`src/rtl/sl_tx_arbiter_if.sv`:
```
// Requester-side bus of the SL transmit arbiter: per-requester request, word,
// length and the single-cycle acknowledge/reject returned by the arbiter.
interface sl_tx_arbiter_if #(
    parameter int N_REQ = 4
);
    // Handshake: req[i] is a level "valid" held with stable req_data/req_len
    // slices until ack[i] pulses for one cycle (accepted, or rejected when err
    // pulses with it); a requester still holding req after ack asks for another word.
    logic [N_REQ-1:0]    req;
    logic [N_REQ*32-1:0] req_data;
    logic [N_REQ*6-1:0]  req_len;
    logic [N_REQ-1:0]    ack;
    logic                err;

    modport master (output req, req_data, req_len, input ack, err);
    modport slave  (input req, req_data, req_len, output ack, err);
endinterface

```
`src/rtl/sl_tx_arbiter.sv`:
```
// Round-robin arbiter that serializes one granted word at a time onto the SL
// two-wire pulse line pair. Optional odd parity bit: define SL_TX_PARITY_EN.
module sl_tx_arbiter #(
    parameter int N_REQ    = 4,
    parameter int BIT_LOW  = 4,
    parameter int BIT_HIGH = 4,
    parameter int STOP_LOW = 4,
    parameter int GAP      = 8
) (
    input  logic                clk,
    input  logic                rst_n,
    sl_tx_arbiter_if.slave      bus,
    output logic                busy,
    output logic                done,
    output logic [2:0]          cur_id,
    output logic                sl0,
    output logic                sl1,
    output logic [2:0]          state_dbg
);
    localparam int PW    = (N_REQ > 1) ? $clog2(N_REQ) : 1;
    localparam int MAX_A = (BIT_LOW > BIT_HIGH) ? BIT_LOW : BIT_HIGH;
    localparam int MAX_B = (STOP_LOW > GAP) ? STOP_LOW : GAP;
    localparam int MAXD  = (MAX_A > MAX_B) ? MAX_A : MAX_B;
    localparam int CW    = $clog2(MAXD) + 1;
`ifdef SL_TX_PARITY_EN
    localparam logic [5:0] P = 6'd1;
`else
    localparam logic [5:0] P = 6'd0;
`endif

    typedef enum logic [2:0] {S_IDLE, S_BIT_LO, S_BIT_HI, S_STOP, S_GAP} state_t;

    state_t            state_q, state_n;
    logic [CW-1:0]     cnt_q, cnt_n;
    logic [5:0]        bit_cnt_q, bit_cnt_n;
    logic [31:0]       data_q, data_n;
    logic [5:0]        len_q, len_n;
    logic [PW-1:0]     ptr_q, ptr_n;
    logic [N_REQ-1:0]  ack_q, ack_n;
    logic              err_q, err_n;
    logic [2:0]        id_n;
    logic              busy_n, done_n, sl0_n, sl1_n, bit_n;
    logic              found;
    logic [PW-1:0]     sel, cand;
    logic [5:0]        sel_len;

    assign bus.ack   = ack_q;
    assign bus.err   = err_q;
    assign state_dbg = state_q;

    always_comb begin
        state_n   = state_q;
        cnt_n     = cnt_q;
        bit_cnt_n = bit_cnt_q;
        data_n    = data_q;
        len_n     = len_q;
        ptr_n     = ptr_q;
        id_n      = cur_id;
        ack_n     = '0;
        err_n     = 1'b0;
        found     = 1'b0;
        sel       = '0;
        cand      = '0;
        // First requester at or after the pointer, wrapping around.
        for (int k = 0; k < N_REQ; k++) begin
            cand = PW'((int'(ptr_q) + k) % N_REQ);
            if (!found && bus.req[cand]) begin
                found = 1'b1;
                sel   = cand;
            end
        end
        sel_len = bus.req_len[int'(sel)*6 +: 6];

        case (state_q)
            S_IDLE: begin
                // The cycle that carries an ack is never an arbitration cycle,
                // so a requester dropping req on ack is not served twice.
                if (found && (ack_q == '0)) begin
                    ack_n[sel] = 1'b1;
                    ptr_n      = (int'(sel) == N_REQ - 1) ? '0 : sel + 1'b1;
                    if (sel_len == 6'd0 || sel_len > 6'd32) begin
                        err_n = 1'b1;
                    end else begin
                        data_n    = bus.req_data[int'(sel)*32 +: 32];
                        len_n     = sel_len;
                        bit_cnt_n = '0;
                        cnt_n     = '0;
                        id_n      = 3'(sel);
                        state_n   = S_BIT_LO;
                    end
                end
            end
            S_BIT_LO: begin
                if (cnt_q == CW'(BIT_LOW - 1)) begin
                    cnt_n     = '0;
                    bit_cnt_n = bit_cnt_q + 6'd1;
                    state_n   = S_BIT_HI;
                end else begin
                    cnt_n = cnt_q + 1'b1;
                end
            end
            S_BIT_HI: begin
                if (cnt_q == CW'(BIT_HIGH - 1)) begin
                    cnt_n   = '0;
                    state_n = (bit_cnt_q == len_q + P) ? S_STOP : S_BIT_LO;
                end else begin
                    cnt_n = cnt_q + 1'b1;
                end
            end
            S_STOP: begin
                if (cnt_q == CW'(STOP_LOW - 1)) begin
                    cnt_n   = '0;
                    state_n = S_GAP;
                end else begin
                    cnt_n = cnt_q + 1'b1;
                end
            end
            S_GAP: begin
                if (cnt_q == CW'(GAP - 1)) begin
                    cnt_n   = '0;
                    state_n = S_IDLE;
                end else begin
                    cnt_n = cnt_q + 1'b1;
                end
            end
            default: state_n = S_IDLE;
        endcase
    end

    // Line levels are derived from the next state so they register with it.
`ifdef SL_TX_PARITY_EN
    logic [31:0] len_mask;
    logic        par_bit;
`endif
    always_comb begin
`ifdef SL_TX_PARITY_EN
        len_mask = (len_q >= 6'd32) ? '1 : ((32'd1 << len_q) - 32'd1);
        par_bit  = ~^(data_q & len_mask);
        bit_n    = (bit_cnt_n < len_n) ? data_n[bit_cnt_n[4:0]] : par_bit;
`else
        bit_n    = data_n[bit_cnt_n[4:0]];
`endif
        sl0_n  = !(((state_n == S_BIT_LO) && !bit_n) || (state_n == S_STOP));
        sl1_n  = !(((state_n == S_BIT_LO) && bit_n) || (state_n == S_STOP));
        busy_n = (state_n != S_IDLE);
        done_n = (state_n == S_GAP) && (cnt_n == CW'(GAP - 1));
    end

    always_ff @(posedge clk or negedge rst_n) begin
        if (!rst_n) begin
            state_q   <= S_IDLE;
            cnt_q     <= '0;
            bit_cnt_q <= '0;
            data_q    <= '0;
            len_q     <= '0;
            ptr_q     <= '0;
            ack_q     <= '0;
            err_q     <= 1'b0;
            cur_id    <= '0;
            busy      <= 1'b0;
            done      <= 1'b0;
            sl0       <= 1'b1;
            sl1       <= 1'b1;
        end else begin
            state_q   <= state_n;
            cnt_q     <= cnt_n;
            bit_cnt_q <= bit_cnt_n;
            data_q    <= data_n;
            len_q     <= len_n;
            ptr_q     <= ptr_n;
            ack_q     <= ack_n;
            err_q     <= err_n;
            cur_id    <= id_n;
            busy      <= busy_n;
            done      <= done_n;
            sl0       <= sl0_n;
            sl1       <= sl1_n;
        end
    end
endmodule

```
`src/flat_wrapper.sv`:
```
// flat-port wrapper written by rule: the top's interface ports become plain ports
module sl_tx_arbiter_flat 
#(
    parameter int N_REQ    = 4,
    parameter int BIT_LOW  = 4,
    parameter int BIT_HIGH = 4,
    parameter int STOP_LOW = 4,
    parameter int GAP      = 8
)
  (clk, rst_n, busy, done, cur_id, sl0, sl1, state_dbg, bus_req, bus_req_data, bus_req_len, bus_ack, bus_err);
  sl_tx_arbiter_if #(.N_REQ(N_REQ)) bus_i ();
  input  logic clk;
  input  logic rst_n;
  output logic busy;
  output logic done;
  output logic [2:0] cur_id;
  output logic sl0;
  output logic sl1;
  output logic [2:0] state_dbg;
  input wire logic [$bits(bus_i.req)-1:0] bus_req;
  input wire logic [$bits(bus_i.req_data)-1:0] bus_req_data;
  input wire logic [$bits(bus_i.req_len)-1:0] bus_req_len;
  output wire logic [$bits(bus_i.ack)-1:0] bus_ack;
  output wire logic [$bits(bus_i.err)-1:0] bus_err;
  assign bus_i.req = bus_req;
  assign bus_i.req_data = bus_req_data;
  assign bus_i.req_len = bus_req_len;
  assign bus_ack = bus_i.ack;
  assign bus_err = bus_i.err;
  sl_tx_arbiter #(.N_REQ(N_REQ), .BIT_LOW(BIT_LOW), .BIT_HIGH(BIT_HIGH), .STOP_LOW(STOP_LOW), .GAP(GAP)) u_core (.clk(clk), .rst_n(rst_n), .bus(bus_i), .busy(busy), .done(done), .cur_id(cur_id), .sl0(sl0), .sl1(sl1), .state_dbg(state_dbg));
endmodule
```
`config.mk`:
```
export PLATFORM = sky130hd
export DESIGN_NAME = sl_tx_arbiter_flat
export DESIGN_NICKNAME = d
export VERILOG_FILES = /design/src/rtl/sl_tx_arbiter_if.sv /design/src/rtl/sl_tx_arbiter.sv /design/src/flat_wrapper.sv
export SDC_FILE = /design/constraint.sdc
export NUM_CORES = 1
export LEC_CHECK = 0
export ABC_AREA = 0
export CELL_PAD_IN_SITES_DETAIL_PLACEMENT = 0
export CELL_PAD_IN_SITES_GLOBAL_PLACEMENT = 1
export CORE_MARGIN = 4
export CORE_UTILIZATION = 29
export CTS_BUF_LIST = sky130_fd_sc_hd__clkbuf_2
export DETAILED_ROUTE_END_ITERATION = 7
export PLACE_DENSITY_LB_ADDON = 0.12
export SLEW_MARGIN = 10
export SYNTH_ARGS = -nofsm -noshare
export SYNTH_HDL_FRONTEND = slang
export SYNTH_SLANG_ARGS = --single-unit
```
`constraint.sdc`:
```
create_clock -name clk -period 3.32 [get_ports clk]
set_input_delay 0.332 -clock clk [delete_from_list [all_inputs] [get_ports clk]]
set_output_delay 0.332 -clock clk [all_outputs]
set_load 0.05 [all_outputs]
```
==> flow_results.org <==
** Clocking
- TritonCTS buffer count :: 9
- The longest clock path from root to sink contains 2 buffers.
- Clock-pin slew was measured on the worst setup and hold paths at 200 ps.
- Clock Root Buffer :: clkbuf_2
- The clock net in this run drives a total of 64 sinks.
- The H-tree was split into 3 levels.
- Clock insertion delay at the later pin of the skew report :: 530 ps
- CTS tree :: done

** Timing
- Total negative setup slack :: -672.5 ps
- Headroom to the max-slew limit came out at 0.5393.
- Highest attainable clock frequency :: 280.8 MHz
- Hold is met by 264.6 ps.
- Crit path setup slack, layout :: -240.8 ps
- Part of the cycle the worst path needs :: 1.073
- For the pin with the worst max-slew slack, the measured transition is 691.0 ps.
- Max Slew Vio Count :: 0
- Setup violations remaining at the end of the flow were counted as 3.
- Final number of hold-violating endpoints :: 0
- Setup repair after global routing could not meet its margin everywhere.
- Time the worst path needs with I/O delays and setup :: 3561 ps
- Post-Route Skew :: 27.63 ps

** Worst setup path
- Crit path capture type :: flip-flop
- Data arrives at the worst endpoint at 4000 ps.
- For the worst setup path, the data required time is 3760 ps.
- Critical path fanouts, max :: 7
- Critical path startpoint category :: flip-flop
- Classification of the worst setup path :: reg2reg

** Placed design
- HPWL after detailed placement :: 12,570 um
- The count of buffers added on input and output ports is 171.
- Worst slack, placed :: -695.8 ps
- Routability-driven placement finished with a final weighted congestion of 0.8677.

** Drt
- After detailed routing, the number of remaining DRC violations is 0.
- Average wire per standard cell :: 15.38 um
- After detailed routing, the total wire length is 16,680 um.
- Drt first pass iters :: 5
- Via count :: 5,244
- After the first detailed-routing iteration, the DRC count stood at 227.
- Number of vias per cell after detailed routing :: 4.833
- Number of antenna-violating nets in the routed design :: 0

** Floorplanning
- Width of the die :: 133.8 um
- After floorplanning, the core was divided into 45 placement rows.
- Die height :: 133.8 um
- Initial cell density of the core :: 0.2984
- Core Area :: 15,370 um2
- The die covers 17,890 um2.
- Pin placement for this block handled 173 I/O pins.

** Yosys
- Post-synthesis area per instance :: 7.363 um2
- EDFF count, synth :: 0
- Of the total synthesized cell area, the portion taken by XOR and XNOR cells is 0.02291.
- Post-Synth Adder-Cell Area :: 0.01637
- Post-synthesis cell count :: 623
- The share of the synthesized area in compound gates (AO/OA/AOI/OAI) came to 0.1675.
- Of all flip-flops after synthesis, the portion carrying an async set or reset was 1.000.
- Post-synthesis register bit count :: 64
- Post-synthesis mux area share :: 0.04801
- Mapped Area :: 4587 um2
- After synthesis, the largest family of logic cells by area is simple AND/OR/NAND/NOR gates.
- Synth warnings :: 0
- Sequential cell area fraction in the yosys report :: 0.3497
- The synthesized netlist contains 63 unique library cells.
- The number of nets in the synthesized netlist is 787.
- Of the total synthesized cell area, the portion taken by AND, OR, NAND and NOR gates is 0.3437.
- Leading register cell type out of synthesis :: dfrtp_1

** Global routing
- Wire length of the first global-routing pass :: 26,780 um
- Total GRT Usage :: 0.1819
- Number of global-route vias before repair :: 5,562
- The initial antenna violation count is 0.
- The total overflow left after global routing is 0.
- Largest net degree at the start of global routing :: 50

** Power
- PwrDens :: 255.9 nW/um2
- Part of the power in combinational logic :: 0.249
- Worst voltage drop across the vdd grid :: 0.1789 mV
- Sw Share :: 0.2613
- Internal power comes to 1474 uW.
- Pleak :: 0.003468 uW
- Switch Pwr :: 521.4 uW
- Fraction of power consumed by sequential logic :: 0.391
- Proportion of power drawn by the clock network :: 0.359

** Run status
- The final reports fail on negative setup slack.
- Run status :: complete, but fails checks

** Worst hold path
- The tightest min-delay check is of the in2async type.

** Cells and area
- Of the cells placed in the final design, the portion with a size suffix greater than 1 is 0.2334.
- Counting the fill cells in the layout gives 1,540.
- Commonest cells after routing, fill and taps aside :: nand2_1, clkdlybuf4s50_1, buf_4, nand3_1, dfrtp_1
- Leading cell type in the layout, fill and taps excluded :: nand2_1
- In the final design database the tool counted 1,033 nets.
- Number of diodes added for antenna fixing :: 0
- Compared with the post-synthesis result, the final layout area differs by 70.02%.

** Run
- Max-cap violations in this run came to 0.
registers in the layout, summed over array words and instances, names as in the netlist, 2 cells and up:
register          count
u_core.cnt_q          4
u_core.bit_cnt_q      6
u_core.state_dbg      3
u_core.cur_id         2
u_core.ptr_q          2
u_core.bus.ack        4
u_core.len_q          6
u_core.data_q        32
stage by stage:
stage / power (uW) / std cells / cell area, um2 / utilization
finish: 1996 / 1085 / 7799 / 0.5074
global route: 2091 / 1085 / 7799 / 0.5074
CTS: 2006 / 1079 / 7620 / 0.4957
detailed placement: 1230 / 1037 / 6989 / 0.4547
global placement: 1227 / 1037 / 6989 / 0.4547
floorplan: 950.6 / 623 / 4628 / -
synthesized netlist by cell type (all sizes together) (7+ instances only):
| library cell | n | area (um2) |
|---|---|---|
| nand2 | 198 | 750.7 |
| nand3 | 75 | 375.4 |
| dfrtp | 62 | 1551 |
| o21ai | 47 | 235.2 |
| clkbuf | 27 | 101.4 |
| nor2 | 20 | 80.07 |
| a31oi | 16 | 121.4 |
| buf | 16 | 83.83 |
| and3 | 14 | 87.58 |
| inv | 13 | 48.79 |
| mux2 | 12 | 135.1 |
| a21oi | 10 | 50.05 |
| and2 | 10 | 65.06 |
| xor2 | 9 | 78.83 |
| o211ai | 8 | 60.06 |
| nand2b | 7 | 43.79 |
| nor3 | 7 | 50.05 |
metal layers:
metal	up-vias	track usage	wire [um]
met5	-	0	0
met2	120	0.3453	8940
met4	0	0.03771	179
met3	15	0.03172	663
met1	2461	0.2130	6898
li1	2648	-	-
final cells by class:
type | instances | area [um2] | area share
multi-input cells | 504 | 3087 | 0.3958
repair buffers | 277 | 2592 | 0.3324
flip-flops and latches | 64 | 1607 | 0.2060
well taps | 211 | 264.0 | 0.03385
clock inverters | 7 | 142.6 | 0.01829
inverters | 13 | 61.31 | 0.007861
clock buffers | 9 | 45.04 | 0.005776
cells by family after synthesis:
| logic type | after synthesis |
|---|---|
| compound gates | 116 |
| xor+xnor | 12 |
| fa+ha+maj | 6 |
| buf+inv | 56 |
| flops | 64 |
| mux | 18 |
| other cells | 1 |
| simple gates | 350 |
power by group through the flow:
stage                     Combinational [uW]  Sequential, uW  Clock [uW]
final                                    498             781         717
after global placement                   432             794           0
after global routing                     545             781         764
after floorplan                          156             795           0
after CTS                                490             781         735
after detailed placement                 435             794           0
critical path: stages (launching register included):
cell	delay, ps
dfrtp_2	500
and2_4	170
o211a_4	260
buf_6	140
o21ai_2	150
nand3_2	120
buf_6	140
buf_4	120
buf_4	120
buf_4	120
buf_4	130
buf_4	120
buf_4	120
buf_4	120
buf_4	120
buf_4	120
buf_4	120
buf_4	120
buf_4	120
buf_4	120
buf_4	120
buf_4	120
a31o_2	190
path summary, 6_finish.rpt:
kind | slack (ps) | start | end | depth (start not counted)
worst max-delay path | -240 | u_core.ptr_q[1] | u_core.len_q[1] | 22
worst min-delay path | 260 | rst_n | u_core.ptr_q[0] | 2
worst max register to register | -240 | u_core.ptr_q[1] | u_core.len_q[1] | 22
worst min register to register | 500 | u_core.data_q[17] | u_core.data_q[17] | 2
max in group asynchronous | 2080 | rst_n | u_core.sl0 | 3
min in group clk | 460 | bus_req_data[76] | u_core.data_q[12] | 5
repair_timing:
action	CTS	global route
resized for setup	51	28
gates cloned	1	1
hold buffers	1	0
pin swaps	27	24
setup buffers	25	8
endpoints found under the setup margin	2	6
hold endpoints to repair	22	0
Note: power is estimated with default switching activity, not from simulation.
